### src/rtl/alu_exec_stage.sv
// alu_exec_stage
//   Two-register execution stage around a 32-bit integer ALU, sitting
//   between issue and writeback. Operations enter on a valid/ready channel
//   and come out on a second valid/ready channel. One operation per cycle
//   flows through when the consumer keeps up. Up to two operations are held
//   when the consumer stalls.
//
//   S1 captures {op, lhs, rhs, tag}.
//   S2 captures {res, flags, tag}, computed combinationally from S1.
//   All outputs come straight from S2 registers.
//
// Ports
//   clk        clock, all state changes on the rising edge
//   rst        asynchronous active-high reset, clears both stages
//   in_valid   request valid
//   in_ready   stage can take a request this cycle (independent of in_valid)
//   in_op      4-bit operation code
//   in_lhs     32-bit left operand
//   in_rhs     32-bit right operand; shifts use rhs[4:0]
//   in_tag     opaque tag, carried through unchanged
//   out_valid  result valid; held with stable data until out_ready
//   out_ready  consumer takes the result this cycle
//   out_res    32-bit result
//   out_flags  {ZF, SF, CF, OF}
//   out_tag    tag of the returned operation
module alu_exec_stage #(
    parameter int TAG_W = 4
) (
    input  logic             clk,
    input  logic             rst,
    input  logic             in_valid,
    output logic             in_ready,
    input  logic [3:0]       in_op,
    input  logic [31:0]      in_lhs,
    input  logic [31:0]      in_rhs,
    input  logic [TAG_W-1:0] in_tag,
    output logic             out_valid,
    input  logic             out_ready,
    output logic [31:0]      out_res,
    output logic [3:0]       out_flags,
    output logic [TAG_W-1:0] out_tag
);

    localparam logic [3:0] OP_ADD  = 4'b0000;
    localparam logic [3:0] OP_SLL  = 4'b0001;
    localparam logic [3:0] OP_SLT  = 4'b0010;
    localparam logic [3:0] OP_SLTU = 4'b0011;
    localparam logic [3:0] OP_XOR  = 4'b0100;
    localparam logic [3:0] OP_SRL  = 4'b0101;
    localparam logic [3:0] OP_OR   = 4'b0110;
    localparam logic [3:0] OP_AND  = 4'b0111;
    localparam logic [3:0] OP_SUB  = 4'b1000;
    localparam logic [3:0] OP_SRA  = 4'b1001;
    localparam logic [3:0] OP_ADDU = 4'b1010;
    localparam logic [3:0] OP_SUBU = 4'b1011;

    logic             s1_valid_q;
    logic [3:0]       s1_op_q;
    logic [31:0]      s1_lhs_q;
    logic [31:0]      s1_rhs_q;
    logic [TAG_W-1:0] s1_tag_q;

    logic             s2_valid_q;
    logic [31:0]      s2_res_q;
    logic [3:0]       s2_flags_q;
    logic [TAG_W-1:0] s2_tag_q;

    logic             s2_load;
    logic [31:0]      res_d;
    logic [3:0]       flags_d;
    logic             cf_d;
    logic             of_d;
    logic [32:0]      sum_c;
    logic [32:0]      diff_c;
    logic [4:0]       shamt;

    // S2 can take new data when it is empty or its result leaves this cycle.
    // S1 can take new data when it is empty or it moves into S2 this cycle.
    assign s2_load  = !s2_valid_q || out_ready;
    assign in_ready = !s1_valid_q || s2_load;

    always_comb begin
        shamt  = s1_rhs_q[4:0];
        sum_c  = {1'b0, s1_lhs_q} + {1'b0, s1_rhs_q};
        // Bit 32 of the zero-extended difference is the unsigned borrow.
        diff_c = {1'b0, s1_lhs_q} - {1'b0, s1_rhs_q};
        res_d  = '0;
        cf_d   = 1'b0;
        of_d   = 1'b0;
        case (s1_op_q)
            OP_ADD: begin
                res_d = sum_c[31:0];
                cf_d  = sum_c[32];
                of_d  = (s1_lhs_q[31] == s1_rhs_q[31]) && (res_d[31] != s1_lhs_q[31]);
            end
            OP_ADDU: begin
                res_d = sum_c[31:0];
                cf_d  = sum_c[32];
            end
            OP_SUB: begin
                res_d = diff_c[31:0];
                cf_d  = diff_c[32];
                of_d  = (s1_lhs_q[31] != s1_rhs_q[31]) && (res_d[31] != s1_lhs_q[31]);
            end
            OP_SUBU: begin
                res_d = diff_c[31:0];
                cf_d  = diff_c[32];
            end
            OP_SLL:  res_d = s1_lhs_q << shamt;
            OP_SRL:  res_d = s1_lhs_q >> shamt;
            OP_SRA:  res_d = $unsigned($signed(s1_lhs_q) >>> shamt);
            OP_SLT:  res_d = {31'b0, ($signed(s1_lhs_q) < $signed(s1_rhs_q))};
            OP_SLTU: res_d = {31'b0, (s1_lhs_q < s1_rhs_q)};
            OP_XOR:  res_d = s1_lhs_q ^ s1_rhs_q;
            OP_OR:   res_d = s1_lhs_q | s1_rhs_q;
            OP_AND:  res_d = s1_lhs_q & s1_rhs_q;
            default: res_d = '0;  // reserved codes yield zero
        endcase
        flags_d = {(res_d == 32'd0), res_d[31], cf_d, of_d};
    end

    always_ff @(posedge clk or posedge rst) begin
        if (rst) begin
            s1_valid_q <= 1'b0;
            s1_op_q    <= '0;
            s1_lhs_q   <= '0;
            s1_rhs_q   <= '0;
            s1_tag_q   <= '0;
            s2_valid_q <= 1'b0;
            s2_res_q   <= '0;
            s2_flags_q <= '0;
            s2_tag_q   <= '0;
        end else begin
            if (in_ready) begin
                s1_valid_q <= in_valid;
                if (in_valid) begin
                    s1_op_q  <= in_op;
                    s1_lhs_q <= in_lhs;
                    s1_rhs_q <= in_rhs;
                    s1_tag_q <= in_tag;
                end
            end
            if (s2_load) begin
                s2_valid_q <= s1_valid_q;
                if (s1_valid_q) begin
                    s2_res_q   <= res_d;
                    s2_flags_q <= flags_d;
                    s2_tag_q   <= s1_tag_q;
                end
            end
        end
    end

    assign out_valid = s2_valid_q;
    assign out_res   = s2_res_q;
    assign out_flags = s2_flags_q;
    assign out_tag   = s2_tag_q;

endmodule

### config.mk
export PLATFORM = sky130hd
export DESIGN_NAME = alu_exec_stage
export DESIGN_NICKNAME = d
export VERILOG_FILES = /design/src/rtl/alu_exec_stage.sv
export SDC_FILE = /design/constraint.sdc
export NUM_CORES = 1
export LEC_CHECK = 0
export ABC_AREA = 1
export CORE_UTILIZATION = 60
export DETAILED_ROUTE_END_ITERATION = 7
export GPL_ROUTABILITY_DRIVEN = 1
export HOLD_SLACK_MARGIN = 0.02
export PLACE_DENSITY = 0.93
export SLEW_MARGIN = 20
export SYNTH_ARGS = -nofsm -noshare
export SYNTH_HDL_FRONTEND = slang
export SYNTH_SLANG_ARGS = --single-unit
### constraint.sdc
create_clock -name clk -period 7.5 [get_ports clk]
set_input_delay 2.25 -clock clk [delete_from_list [all_inputs] [get_ports clk]]
set_output_delay 2.25 -clock clk [all_outputs]
set_load 0.03 [all_outputs]
Word level (Yosys, flattened, before mapping)
Cells that the tools add are included.
Cells by class
  add/sub/neg operators: 2
  magnitude comparators: 2
  equal/unequal tests: 15
  shift-type cells: 3
  muxes and demuxes: 3
  bitwise operators: 3
  reductions and logical operators: 12
Operators by type and width (count)
  32-bit one-hot mux with 10 select lines: 1
  32-bit less-than comparator: 2
  32-bit by 32-bit adder with 33-bit output: 1
  32-bit by 32-bit subtractor with 33-bit output: 1
  32-bit bitwise AND: 1
  32-bit logical NOT: 1
  32-bit OR: 1
  32-bit by 5-bit left shift with 32-bit output: 1
  32-bit by 5-bit >> shifter with 32-bit output: 1
  32-bit by 5-bit >>> shifter with 32-bit output: 1
  32-bit bitwise XOR: 1
  4-bit by 3-bit == test with 1-bit output, second input constant: 4
  4-bit == test, second input constant: 4
  4-bit by 2-bit == test with 1-bit output, second input constant: 2
  4-bit by 1-bit == test with 1-bit output, second input constant: 1
  4-bit logical NOT: 1
  1-bit one-hot mux with 2 select lines: 2
  2-bit AND reduction: 2
  2-bit OR reduction: 2
  1-bit != test: 3
  1-bit logical AND: 2
  1-bit logical NOT: 2
  1-bit logical OR: 2
  1-bit == test: 1
Word-level totals
  flip-flop bits (word level): 114
  input bits: 76
  output and inout bits: 42
  logic and storage cells: 49

Depth between registers and ports, before layout
  depth in word-level cells: 4
  gate-level depth with buffers: 25
  depth with buffers taken out: 22

Least setup slack after synthesis
Ideal clock, no wire load.
  path kind: input to output
  start: in out_ready
  end: out in_ready
  arrival: 2.572 ns
  required time: 5.250 ns
  path slack: 2.678 ns
  cell stages on the path: 2
  path buffers: 0
  cell sequence: inv_1 -> nand3_1
Between the ends
  longest elaborated chain between the ends: 2
RTL lines
  from (decl): line 38  | input logic out_ready,
  1-bit logical OR: line 79  | assign s2_load = !s2_valid_q || out_ready;
  1-bit logical OR: line 80  | assign in_ready = !s1_valid_q || s2_load;
  to (decl): line 32  | output logic in_ready,
No other way between the ends.

Worst setup path after layout
Same ends and word-level chain as after synthesis.

==> metrics <==
Final Hold Slack 469 ps; final setup vio count 0; register bit total from synthesis 113; cells resized by post-CTS repair 0; Seq/Total Area, Yosys 0.197; largest net degree at the start of global routing 77; top-area cell type share of the netlist area 0.242; initial core utilization 0.613; area delta synth->final 11.8%; Setup Total Neg Slack 0 ps; Starting DRT DRC Count 2358; path type of the worst setup path input port to output pin; data arrival time of the critical path 3620 ps; unrepaired setup endpoints after global routing false; area enclosed by the die boundary 0.0246 sq mm; insertion delay to the later sink of the worst-skew pair 440 ps; first-pass GRT wire length 89.2 mm; ratio of cells with drive above 1 in the final layout 0.0271; clock tree skew after final layout 13.2 ps; root buffer selected by CTS clkbuf_16; total of warnings raised by yosys 0; dominant cell type by area after synthesis nand2_1; vias in the first global route 16.4k; part of the total power dissipated in combinational logic 0.621; top-level I/O count 118; fraction of power consumed by the clock network 0.176; Slew Limit Headroom 0.199; Worst VDD drop 0.210 mV; slew at the pin with the worst max-slew slack 1200 ps; GR Overflow Total 0; antenna-violating nets left 0; leading cell types in the layout, fill and taps excluded nand2_1 (926), nand3_1 (388), inv_1 (328); max-cap violations 0; Final Wtd Congestion 1.11; Netlist Area Pre-Place 0.0144 sq mm; final clock period utilization by the worst path 0.783; average cell area after synthesis 5.50 sq um; leading cell type in the layout, fill and taps excluded nand2_1; outcome finished with violations; synthesized netlist net count 2791; number of hold-repair buffers added at the cts stage 0; residual DRC count 25; Post-Syn Instances 2613; Port Buffers 117; leakage dissipation 0.00892 uW; top post-synthesis cells by area nand2_1 (24%), dfrtp_1 (20%), nand3_1 (14%), ha_1 (8.7%), inv_1 (8.6%); Inserted Clock Buffers 17; length of the first detailed-routing pass in iterations 8; Antenna diodes 0; post-synthesis cell type count 37; total global-route track usage 0.483; Hold/Removal Path Class flip-flop to flip-flop; via density per instance 6.01; CTS tree yes; number of nets in the final layout 2823; minimum clock period after layout 5870 ps; cell internal power dissipation 2000 uW; category of the worst setup path launch point input port; Avg WL per Cell 19.9 um; post-CTS setup repair buffer count 0; placeable core area 0.0235 sq mm; sequential power share 0.203; Final Routed Wirelength 59.2 mm; Final Slew Violations 0; Power Dens Cells 278 mW/mm^2; required time at the endpoint of the critical path 5250 ps; largest fanout on the critical path 3; routed vias 17.9k; number of levels in the clock H-tree 4; width of the die 157 um; Peak Freq 170 MHz; register clock-pin slew on the reported worst setup and hold paths 70 ps; Final Hold Fails 0; maximum buffer depth of the clock tree 2; site row count 56; delay of the slowest cell on the worst path 710 ps; HPWL after detailed placement 45.4 mm; Cell Chain, Critical Path clkdlybuf4s50_1 > inv_1 > nand3_1 > clkdlybuf4s50_1; R2R Setup Slk 3020 ps; violated checks DRC; TritonCTS Sinks 113; Switch Pwr 2470 uW; fraction of power spent switching nets 0.553; number of antenna violations at the first check in global routing 1; Top cell by count, worst path clkdlybuf4s50_1; die height 157 um; critical path capture point type output pin; crit path max-delay cell type clkdlybuf4s50_1
==> critical path, delay by kind of cell <==
kind                   cells  cell delay (ps)
buffers and inverters      3             1220
AND/OR/NAND/NOR            1              150
==> synth_stat cells <==
cell type / instances
nor3b_1: 2
inv_2: 4
a21oi_1: 151
o22ai_1: 15
a31oi_1: 8
buf_2: 57
nand4_1: 26
inv_1: 329
or2_2: 1
nand3b_1: 2
nand2_1: 928
mux2_2: 4
and2_1: 4
o21ai_1: 7
dfrtp_1: 113
o211ai_1: 6
o21a_1: 2
fa_1: 2
nand2_2: 2
clkinv_1: 3
nor3_1: 18
o21ai_0: 69
buf_4: 3
buf_1: 11
xor2_1: 4
nor2_1: 273
clkbuf_1: 46
a211oi_1: 2
nand3_1: 389
and3_1: 1
a22oi_1: 1
o221ai_1: 14
buf_6: 3
a211o_1: 1
ha_1: 100
nor2_2: 4
o21bai_1: 8
==> state kept, by name, summed over array words and instances (netlist names) <==
name        cells
s1_tag_q        4
s1_op_q         4
out_valid       1
out_flags       4
s1_valid_q      1
s1_lhs_q       32
s1_rhs_q       32
out_res        31
out_tag         4
==> power by group through the flow <==
stage | Sequential (uW) | Combinational, uW | Clock, uW
floorplan | 1020 | 1650 | 0
global placement | 893 | 2590 | 0
detailed placement | 903 | 2640 | 0
CTS | 894 | 2660 | 777
global route | 917 | 3000 | 808
finish | 907 | 2780 | 788
==> worst paths after layout <==
kind | start | endpoint | cells after the start
worst max register to register | s1_rhs_q[2]$_DFFE_PP0P_ | out_flags[3]$_DFFE_PP0P_ | 18
worst min register to register | s1_tag_q[1]$_DFFE_PP0P_ | out_tag[1]$_DFFE_PP0P_ | 2
min in group asynchronous | rst | s1_rhs_q[26]$_DFFE_PP0P_ | 2
worst max-delay path | out_ready | in_ready | 4
worst min-delay path | s1_tag_q[1]$_DFFE_PP0P_ | out_tag[1]$_DFFE_PP0P_ | 2
max in group asynchronous | rst | s1_lhs_q[0]$_DFFE_PP0P_ | 3
==> logic make-up after synthesis <==
logic type               Yosys count  share of synthesized area
XOR/XNOR                           4                    0.00244
multiplexers                       4                    0.00313
adder cells (fa/ha/maj)          102                     0.0898
AO/OA/AOI/OAI                    284                      0.108
AND/OR/NAND/NOR                 1650                      0.474
buffers and inverters            456                      0.126
flip-flops                       113                      0.197
==> area by class of cell <==
cell class | instances | area [sq um]
multi-input cells | 2044 | 9760
fillers | 2160 | 7390
flip-flops and latches | 113 | 2830
repair buffers | 133 | 1290
inverters | 336 | 1260
clock buffers | 17 | 425
well taps | 319 | 399
clock inverters | 15 | 110
==> metal layers <==
metal | global-route usage | wire, um
met1 | 0.571 | 21400
met2 | 0.738 | 25300
met3 | 0.168 | 8090
met4 | 0.325 | 4390
met5 | 0 | 0
==> per-stage QoR <==
stage,power [uW],area (sq um),setup slack (ps),std cells,util
global route,4720,16100,1570,2977,0.685
finish,4480,16100,1630,2977,0.685
floorplan,2670,14400,2260,2613,-
CTS,4330,16100,1630,2977,0.685
global placement,3480,15500,1650,2945,0.662
detailed placement,3550,15500,1640,2945,0.662
No activity file was read; power rests on OpenSTA's default activity.
